<file path="src/rtl/gpr_wb_arbiter_pkg.sv">
// Shared widths, grant encoding and the writeback request word for the GPR write port.
package gpr_wb_arbiter_pkg;

   localparam int XLEN   = 32;
   localparam int NREG   = 32;
   localparam int ADDR_W = $clog2(NREG);

   typedef enum logic {
      GRANT_EXU = 1'b0,
      GRANT_LSU = 1'b1
   } grant_e;

   typedef struct packed {
      logic [ADDR_W-1:0] rd;
      logic [XLEN-1:0]   dat;
   } wb_req_t;

endpackage

</file>
<file path="src/rtl/gpr_scoreboard.sv">
// Pending-load scoreboard: one bit per GPR (x0 constant 0) plus three busy queries.
// Latency: set/clear visible the cycle after; queries are combinational.
// Backpressure: none; busy outputs are what IDU stalls on.
module gpr_scoreboard
   import gpr_wb_arbiter_pkg::*;
(
   input  logic              clk,
   input  logic              rst,
   input  logic              set_vld,
   input  logic [ADDR_W-1:0] set_rd,
   input  logic              clr_vld,
   input  logic [ADDR_W-1:0] clr_rd,
   input  logic              wb_vld,
   input  logic [ADDR_W-1:0] wb_rd,
   input  logic [ADDR_W-1:0] chk_rs1,
   input  logic [ADDR_W-1:0] chk_rs2,
   input  logic [ADDR_W-1:0] chk_rd,
   output logic              busy_rs1,
   output logic              busy_rs2,
   output logic              busy_rd,
   output logic [NREG-1:0]   pend
);

   logic [NREG-1:1] sb_q;
   logic [NREG-1:1] sb_nxt;

   // Clear is applied before set so a reissued load to the register being written back stays pending.
   always_comb begin
      sb_nxt = sb_q;
      for (int i = 1; i < NREG; i++) begin
         if (clr_vld && clr_rd == ADDR_W'(i)) sb_nxt[i] = 1'b0;
         if (set_vld && set_rd == ADDR_W'(i)) sb_nxt[i] = 1'b1;
      end
   end

   always_ff @(posedge clk or negedge rst) begin
      if (!rst) sb_q <= '0;
      else      sb_q <= sb_nxt;
   end

   assign pend = {sb_q, 1'b0};

   // The writeback-stage term covers an EXU result not yet in the GPR.
   assign busy_rs1 = pend[chk_rs1] | (wb_vld && wb_rd == chk_rs1 && chk_rs1 != '0);
   assign busy_rs2 = pend[chk_rs2] | (wb_vld && wb_rd == chk_rs2 && chk_rs2 != '0);
   assign busy_rd  = pend[chk_rd]  | (wb_vld && wb_rd == chk_rd  && chk_rd  != '0);

endmodule

</file>
<file path="src/rtl/gpr_wb_arbiter.sv">
// Round-robin arbiter between EXU and LSU for the single GPR write port, one writeback register stage.
// Latency: handshake in cycle N drives RegWEn/addr_towrite/data_towrite in N+1.
// Backpressure: the stage drains every cycle; only the arbitration loser sees ready low.
module gpr_wb_arbiter
   import gpr_wb_arbiter_pkg::*;
(
   input  logic              clk,
   input  logic              rst,
   input  logic              exu_valid,
   output logic              exu_ready,
   input  logic [ADDR_W-1:0] exu_rd,
   input  logic [XLEN-1:0]   exu_data,
   input  logic              lsu_valid,
   output logic              lsu_ready,
   input  logic [ADDR_W-1:0] lsu_rd,
   input  logic [XLEN-1:0]   lsu_data,
   input  logic              sb_set,
   input  logic [ADDR_W-1:0] sb_set_rd,
   input  logic [ADDR_W-1:0] chk_rs1,
   input  logic [ADDR_W-1:0] chk_rs2,
   input  logic [ADDR_W-1:0] chk_rd,
   output logic              busy_rs1,
   output logic              busy_rs2,
   output logic              busy_rd,
   output logic              RegWEn,
   output logic [ADDR_W-1:0] addr_towrite,
   output logic [XLEN-1:0]   data_towrite
);

   grant_e          last_grant;
   logic            grant_exu;
   logic            grant_lsu;
   logic            wb_from_lsu;
   logic            sb_clr;
   wb_req_t         win;
   logic [NREG-1:0] pend;

   always_comb begin
      grant_lsu = lsu_valid & (~exu_valid | (last_grant == GRANT_EXU));
      grant_exu = exu_valid & ~grant_lsu;
      win.rd    = grant_lsu ? lsu_rd   : exu_rd;
      win.dat   = grant_lsu ? lsu_data : exu_data;
   end

   assign exu_ready = exu_valid & grant_exu;
   assign lsu_ready = lsu_valid & grant_lsu;

   // x0 requests are consumed but never reach the GPR.
   always_ff @(posedge clk or negedge rst) begin
      if (!rst) begin
         RegWEn       <= 1'b0;
         addr_towrite <= '0;
         data_towrite <= '0;
         wb_from_lsu  <= 1'b0;
         last_grant   <= GRANT_EXU;
      end else if (exu_ready | lsu_ready) begin
         RegWEn       <= (win.rd != '0);
         addr_towrite <= win.rd;
         data_towrite <= win.dat;
         wb_from_lsu  <= lsu_ready;
         last_grant   <= lsu_ready ? GRANT_LSU : GRANT_EXU;
      end else begin
         RegWEn       <= 1'b0;
         wb_from_lsu  <= 1'b0;
      end
   end

   assign sb_clr = RegWEn & wb_from_lsu;

   gpr_scoreboard u_sb (
      .clk      (clk),
      .rst      (rst),
      .set_vld  (sb_set),
      .set_rd   (sb_set_rd),
      .clr_vld  (sb_clr),
      .clr_rd   (addr_towrite),
      .wb_vld   (RegWEn),
      .wb_rd    (addr_towrite),
      .chk_rs1  (chk_rs1),
      .chk_rs2  (chk_rs2),
      .chk_rd   (chk_rd),
      .busy_rs1 (busy_rs1),
      .busy_rs2 (busy_rs2),
      .busy_rd  (busy_rd),
      .pend     (pend)
   );

   // A register whose load is writing back this cycle may be reissued.
   a_set_busy : assert property (@(posedge clk) disable iff (!rst)
      (sb_set && sb_set_rd != '0) |-> (!pend[sb_set_rd] || (sb_clr && addr_towrite == sb_set_rd)));
   a_exu_busy : assert property (@(posedge clk) disable iff (!rst)
      (exu_ready && exu_rd != '0) |-> (!pend[exu_rd] || (sb_clr && addr_towrite == exu_rd)));
   a_lsu_idle : assert property (@(posedge clk) disable iff (!rst)
      (lsu_ready && lsu_rd != '0) |-> pend[lsu_rd]);

endmodule

</file>
<file path="config.mk">
export PLATFORM = sky130hd
export DESIGN_NAME = gpr_wb_arbiter
export DESIGN_NICKNAME = d
export VERILOG_FILES = /design/src/rtl/gpr_wb_arbiter_pkg.sv /design/src/rtl/gpr_scoreboard.sv /design/src/rtl/gpr_wb_arbiter.sv
export SDC_FILE = /design/constraint.sdc
export NUM_CORES = 1
export LEC_CHECK = 0
export ABC_AREA = 1
export CAP_MARGIN = 20
export CORE_MARGIN = 2
export CORE_UTILIZATION = 47
export CTS_BUF_LIST = sky130_fd_sc_hd__clkbuf_16
export DETAILED_ROUTE_END_ITERATION = 12
export PLACE_DENSITY = 0.81
export SYNTH_ARGS = -nofsm -noshare
export SYNTH_HDL_FRONTEND = slang
export SYNTH_SLANG_ARGS = --single-unit
</file>
<file path="constraint.sdc">
create_clock -name clk -period 1.94 [get_ports clk]
set_clock_uncertainty 0.15 [all_clocks]
set_input_delay 0.388 -clock clk [delete_from_list [all_inputs] [get_ports clk]]
set_output_delay 0.388 -clock clk [all_outputs]
set_load 0.01 [all_outputs]
</file>
[Word-level counts from Yosys, hierarchy flattened]
Index checks and enable logic that the tools add are counted.
Cells by class
  magnitude comparators: 3
  eq/ne operators: 65
  multiplexer cells: 73
  bitwise logic cells: 13
  reductions and logical operators: 103
Operator list (number)
  $eq 5x5->1 const B: 32
  $eq 5x4->1 const B: 16
  $logic_and 1x1->1: 68
  $mux 1: 68
  $reduce_bool 2->1: 31
  $eq 5x3->1 const B: 8
  $mux 32: 1
  $eq 5x2->1 const B: 4
  $reduce_bool 5->1: 4
  $lt 5x6->1 const B: 3
  $bmux 1 s5: 3
  $eq 5x5->1: 3
  $eq 5x1->1 const B: 2
  $and 1x1->1: 5
  $mux 5: 1
  $or 1x1->1: 5
  $not 1->1: 3
Storage, ports and cells
  bits in registers: 71
  bits of input ports: 99
  output and inout bits: 43

[Logic depth before layout (Yosys ltp)]
  depth after elaboration: 8
  depth in mapped cells: 10

[Modules after synthesis]
Synthesis repeated with hierarchy kept, for this count alone.
Second synthesis, totals
  cell total of the unflattened synthesis: 707
  area, all modules: 4611.9 sq um
By module, submodules not included
  gpr_scoreboard: instances 1, cells each 479, area each 2742.6 sq um, sequential area each 775.7 sq um
  gpr_wb_arbiter: instances 1, cells each 228, area each 1869.3 sq um, sequential area each 1001.0 sq um

[Worst setup path after synthesis]
OpenSTA, ideal clock, no wires.
  path kind: input -> output
  from: input port chk_rd[0]
  to: output port busy_rd
  arrival: 1172 ps
  slack: 230 ps
  stages on the path: 6
  path buffers: 2
  cell sequence: buf_6 > buf_2 > xor2_1 > a211oi_1 > nand3_1 > nand3_1
Between the ends
  longest elaborated chain between the ends: 4
  elaborated cells on any way between the ends: 7
  classes of those cells: 1 x eq/ne; 2 x mux; 1 x bitwise; 3 x reduce/logical
RTL lines
  from (decl): RTL line gpr_wb_arbiter.sv:21  | input logic [ADDR_W-1:0] chk_rd,
  parallel branches: the longest is 3 deep, another holds $bmux 1 s5
  $or 1x1->1 (*): RTL line gpr_scoreboard.sv:46  | assign busy_rd = pend[chk_rd] | (wb_vld && wb_rd == chk_rd && chk_rd != '0);
  to (decl): RTL line gpr_wb_arbiter.sv:24  | output logic busy_rd,
Mark *: on every way between the ends. The select of a mux whose other input is x is not followed.

[Worst setup path after layout]
  from: register addr_towrite[2]
  to: output port busy_rs2
Between the ends
  longest elaborated chain between the ends: 4
RTL lines
  from (decl): RTL line gpr_wb_arbiter.sv:26  | output logic [ADDR_W-1:0] addr_towrite,
  from (signal assigned): RTL line gpr_wb_arbiter.sv:58  | addr_towrite <= win.rd;
  $eq 5x5->1: RTL line gpr_scoreboard.sv:45  | assign busy_rs2 = pend[chk_rs2] | (wb_vld && wb_rd == chk_rs2 && chk_rs2 != '0);
  $logic_and 1x1->1 (2 in a row): RTL line gpr_scoreboard.sv:45
  $or 1x1->1: RTL line gpr_scoreboard.sv:45
  to (decl): RTL line gpr_wb_arbiter.sv:23  | output logic busy_rs2,
Every way passes these cells.

==> results.toml <==
[global_route]
antenna_found_initial = 0
busiest_layer = "met2"
grt_pass1_vias = 5469
grt_pass1_wl_um = 27050
use_met1_pct = 42.79
grt.met3_usage_pct = 8.618
grt_max_degree = 72
grt.overflow.total = 0
met2_usage_pct = 55.16
grt_usage_pct = 33.25

[die]
ioPinCount = 142
die_area_um2 = 10390
core-area_um2 = 9284
die_w_um = 101.9
start_util_pct = 48.56
die_y_um = 101.9
core.rowCount = 35

[synth]
synth_area_um2 = 4508
synthCells = 689
ys_seq_elements = 71
synth_cell_type_count = 27
yosysWarnings = 0
synth.area.top_cells = "dfrtp_1 (39%), nand2_1 (22%), nand3_1 (17%), inv_1 (4.8%), o21ai_0 (4.4%)"
yosysSeqAreaShare_pct = 39.41
synth_top_cell_by_area = "dfrtp_1"
synth_top_area_share_pct = 39.41
synth_area_per_cell_um2 = 6.543
syn_nets = 788

[critical_path]
critPathKind = "flip-flop to primary output"
startpoint = "addr_towrite[2]$_DFFE_PN0P_"
critPathMostFrequentCell = "buf_6"
end_kind = "primary output"
cp.arrival_ns = 1.62
timing.rr.end = "u_sb.sb_q[26]$_DFFE_PN0P_"
timing.rr.start = "addr_towrite[0]$_DFFE_PN0P_"
cp.required_ns = 1.40
cp-start-kind = "flip-flop"
critPathSlowestCell = "dfrtp_1"
cp_max_fo = 3
critPathMaxStageDelay_ns = 0.44
reg2reg_slack_ns = 0.04
reg2regPathDepth = 7
path_cells = "buf_6, xor2_1, a221oi_2, nand3_1, nand2_1, buf_6"

[clock_network]
numCtsBuffers = 9
htreeDepth = 3
clk_latency_ns = 0.33
cts_sinks = 71
clk_pin_slew_ns = 0.06
cts-root-buf = "clkbuf_16"
clk_path_buf_depth = 2
cts_tree = "yes"

[power]
p_switching_w = 0.002083
pwr-share-clk_pct = 31.8
p_leak_nw = 3.268
combPwrFrac_pct = 34.8
sw_frac_of_total_pct = 34.47
seqPwrFrac_pct = 33.4
power.internal_w = 0.003959
power.density_nw_per_um2 = 873.1
ir_worst_vdd_v = 0.0005262

[routing]
firstDrtPassIters = 7
routedWlPerCell_um = 16.89
drt_first_iter_violations = 488
via_count = 5658
wirelength_um = 17230
ant_nets = 0
viasPerCell = 5.547
drc_errors = 0

[hold_path]
holdPathEnd = "last_grant$_DFFE_PN0P_"
min-delay-start = "last_grant$_DFFE_PN0P_"
hp-class = "flip-flop to flip-flop"
min_delay_path_depth = 2

[finish]
area_growth_syn_to_layout_pct = 53.51
final_core_util_pct = 74.54
layout-drive-gt1-share_pct = 17.62
fin_nets = 985
antennaDiodeCount = 0

[timing]
finalCriticalPeriod_ns = 2.156
holdWs_ns = 0.3301
fin_crit_sh_pct = 111.1
worst_slack_ns = -0.2161
hold_viol_final = 0
fin_tns_setup_ns = -0.5159
setup_violations = 3
max_slew_margin_pct = 60.87
slew_violations = 0
rsz0062_at_grt = "yes"
worstMarginPinSlew_ns = 0.5861
max_freq_ghz = 0.4638

[placement]
hpwl_um = 12220
place.gp.congestion = 0.9934
port_buffers = 141

[flow_run]
drv_cap = 0

[run_status]
failed_checks = "negative setup slack"
status = "finished, violations left"
-- timing repair --
item,in CTS,in global routing
gates cloned,2,0
setup endpoints to repair,9,4
hold endpoints to repair,71,0
hold buffers,1,0
pin swaps,9,12
resized for setup,77,32
setup buffers,11,5
-- state kept, by name, summed over array words and instances, names as in the netlist --
| register | cells |
|---|---|
| data_towrite | 32 |
| u_sb.sb_q | 31 |
| RegWEn | 1 |
| last_grant | 1 |
| addr_towrite | 5 |
| wb_from_lsu | 1 |
-- cells by family after synthesis --
logic type             Yosys count  synth area share [%]
AND/OR/NAND/NOR                462                 43.27
AO/OA/AOI/OAI                   54                 6.411
multiplexers                     1                0.2220
buffers and inverters           98                 10.10
XOR/XNOR                         3                0.5830
flip-flops                      71                 39.41
-- metal layers --
layer	vias to the layer above	part of all wire, %
met2	372	49
met3	61	10
met4	0	3.2
met1	2620	37
met5	-	0
li1	2605	-
-- cells in the mapped netlist --
cell      instances
nand3_1         155
nor3_1            2
inv_4             3
nand2_2           1
o22ai_1           3
xor2_1            3
o32ai_1           1
buf_6             6
nand4_1           1
dfrtp_1          71
a211oi_1          2
or2_2             5
nor2_2            1
mux2i_1           1
a221oi_1          1
inv_2             3
o21ai_1           4
inv_1            58
buf_2            10
nand2_1         269
a21oi_1           2
buf_4             6
clkinv_1          3
o21ai_0          40
clkbuf_1          9
o21a_1            1
nor2_1           28
-- cell type report --
class | count | area [um2]
multi-input cells | 520 | 2360
repair buffers | 217 | 2009
fillers | 738 | 2364
inverters | 67 | 267.8
flip-flops and latches | 71 | 1777
well taps | 129 | 161.4
clock inverters | 7 | 120.1
clock buffers | 9 | 225.2
-- worst max-delay path, delay by kind of cell (launching register included) --
| kind | cells | cell delay, ns |
|---|---|---|
| buffers and inverters | 2 | 0.26 |
| AO/OA/AOI/OAI | 1 | 0.21 |
| flip-flops | 1 | 0.44 |
| AND/OR/NAND/NOR | 2 | 0.21 |
| XOR/XNOR | 1 | 0.17 |
-- how the worst max path moves through the flow --
stage                    end  slack, ns  cells after the start
CTS                 busy_rs2      -0.18                      6
finish              busy_rs2      -0.22                      6
floorplan            busy_rd       0.23                      6
global placement    busy_rs2      -0.75                     10
detailed placement  busy_rs2      -0.77                     10
global route         busy_rd      -0.25                      8
-- layout by cell type, fill, tap and decap left out, drive strengths merged --
cell type      instances
a211oi                 2
a21oi                  2
a221oi                 1
buf                   81
bufinv                 3
clkbuf                11
clkdlybuf4s15          2
clkdlybuf4s50        118
clkinv                 6
dfrtp                 71
dlygate4sd2           12
dlygate4sd3            1
dlymetal6s2s           1
inv                   65
mux2i                  1
nand2                270
nand3                155
nand4                  1
nor2                  29
nor3                   2
o21a                   1
o21ai                 44
o22ai                  3
o32ai                  1
or2                    5
xor2                   3
-- metrics by stage --
step	setup WS (ns)	instance area [um2]	std cells	total power, W
final	-0.2161	6920	1020	0.006042
after global routing	-0.2459	6920	1020	0.006330
after CTS	-0.1795	6829	1015	0.005899
after detailed placement	-0.7698	6332	985	0.003919
after global placement	-0.7525	6332	985	0.003863
after floorplan	0.2298	4508	689	0.002960
-- power by group through the flow --
stage	logic [W]	clock network, W	registers (W)
global placement	0.00188	0	0.00198
finish	0.00210	0.00192	0.00202
detailed placement	0.00192	0	0.00200
floorplan	0.000957	0	0.00200
CTS	0.00199	0.00191	0.00200
global route	0.00229	0.00199	0.00206
(Power assumes the default switching activity.)
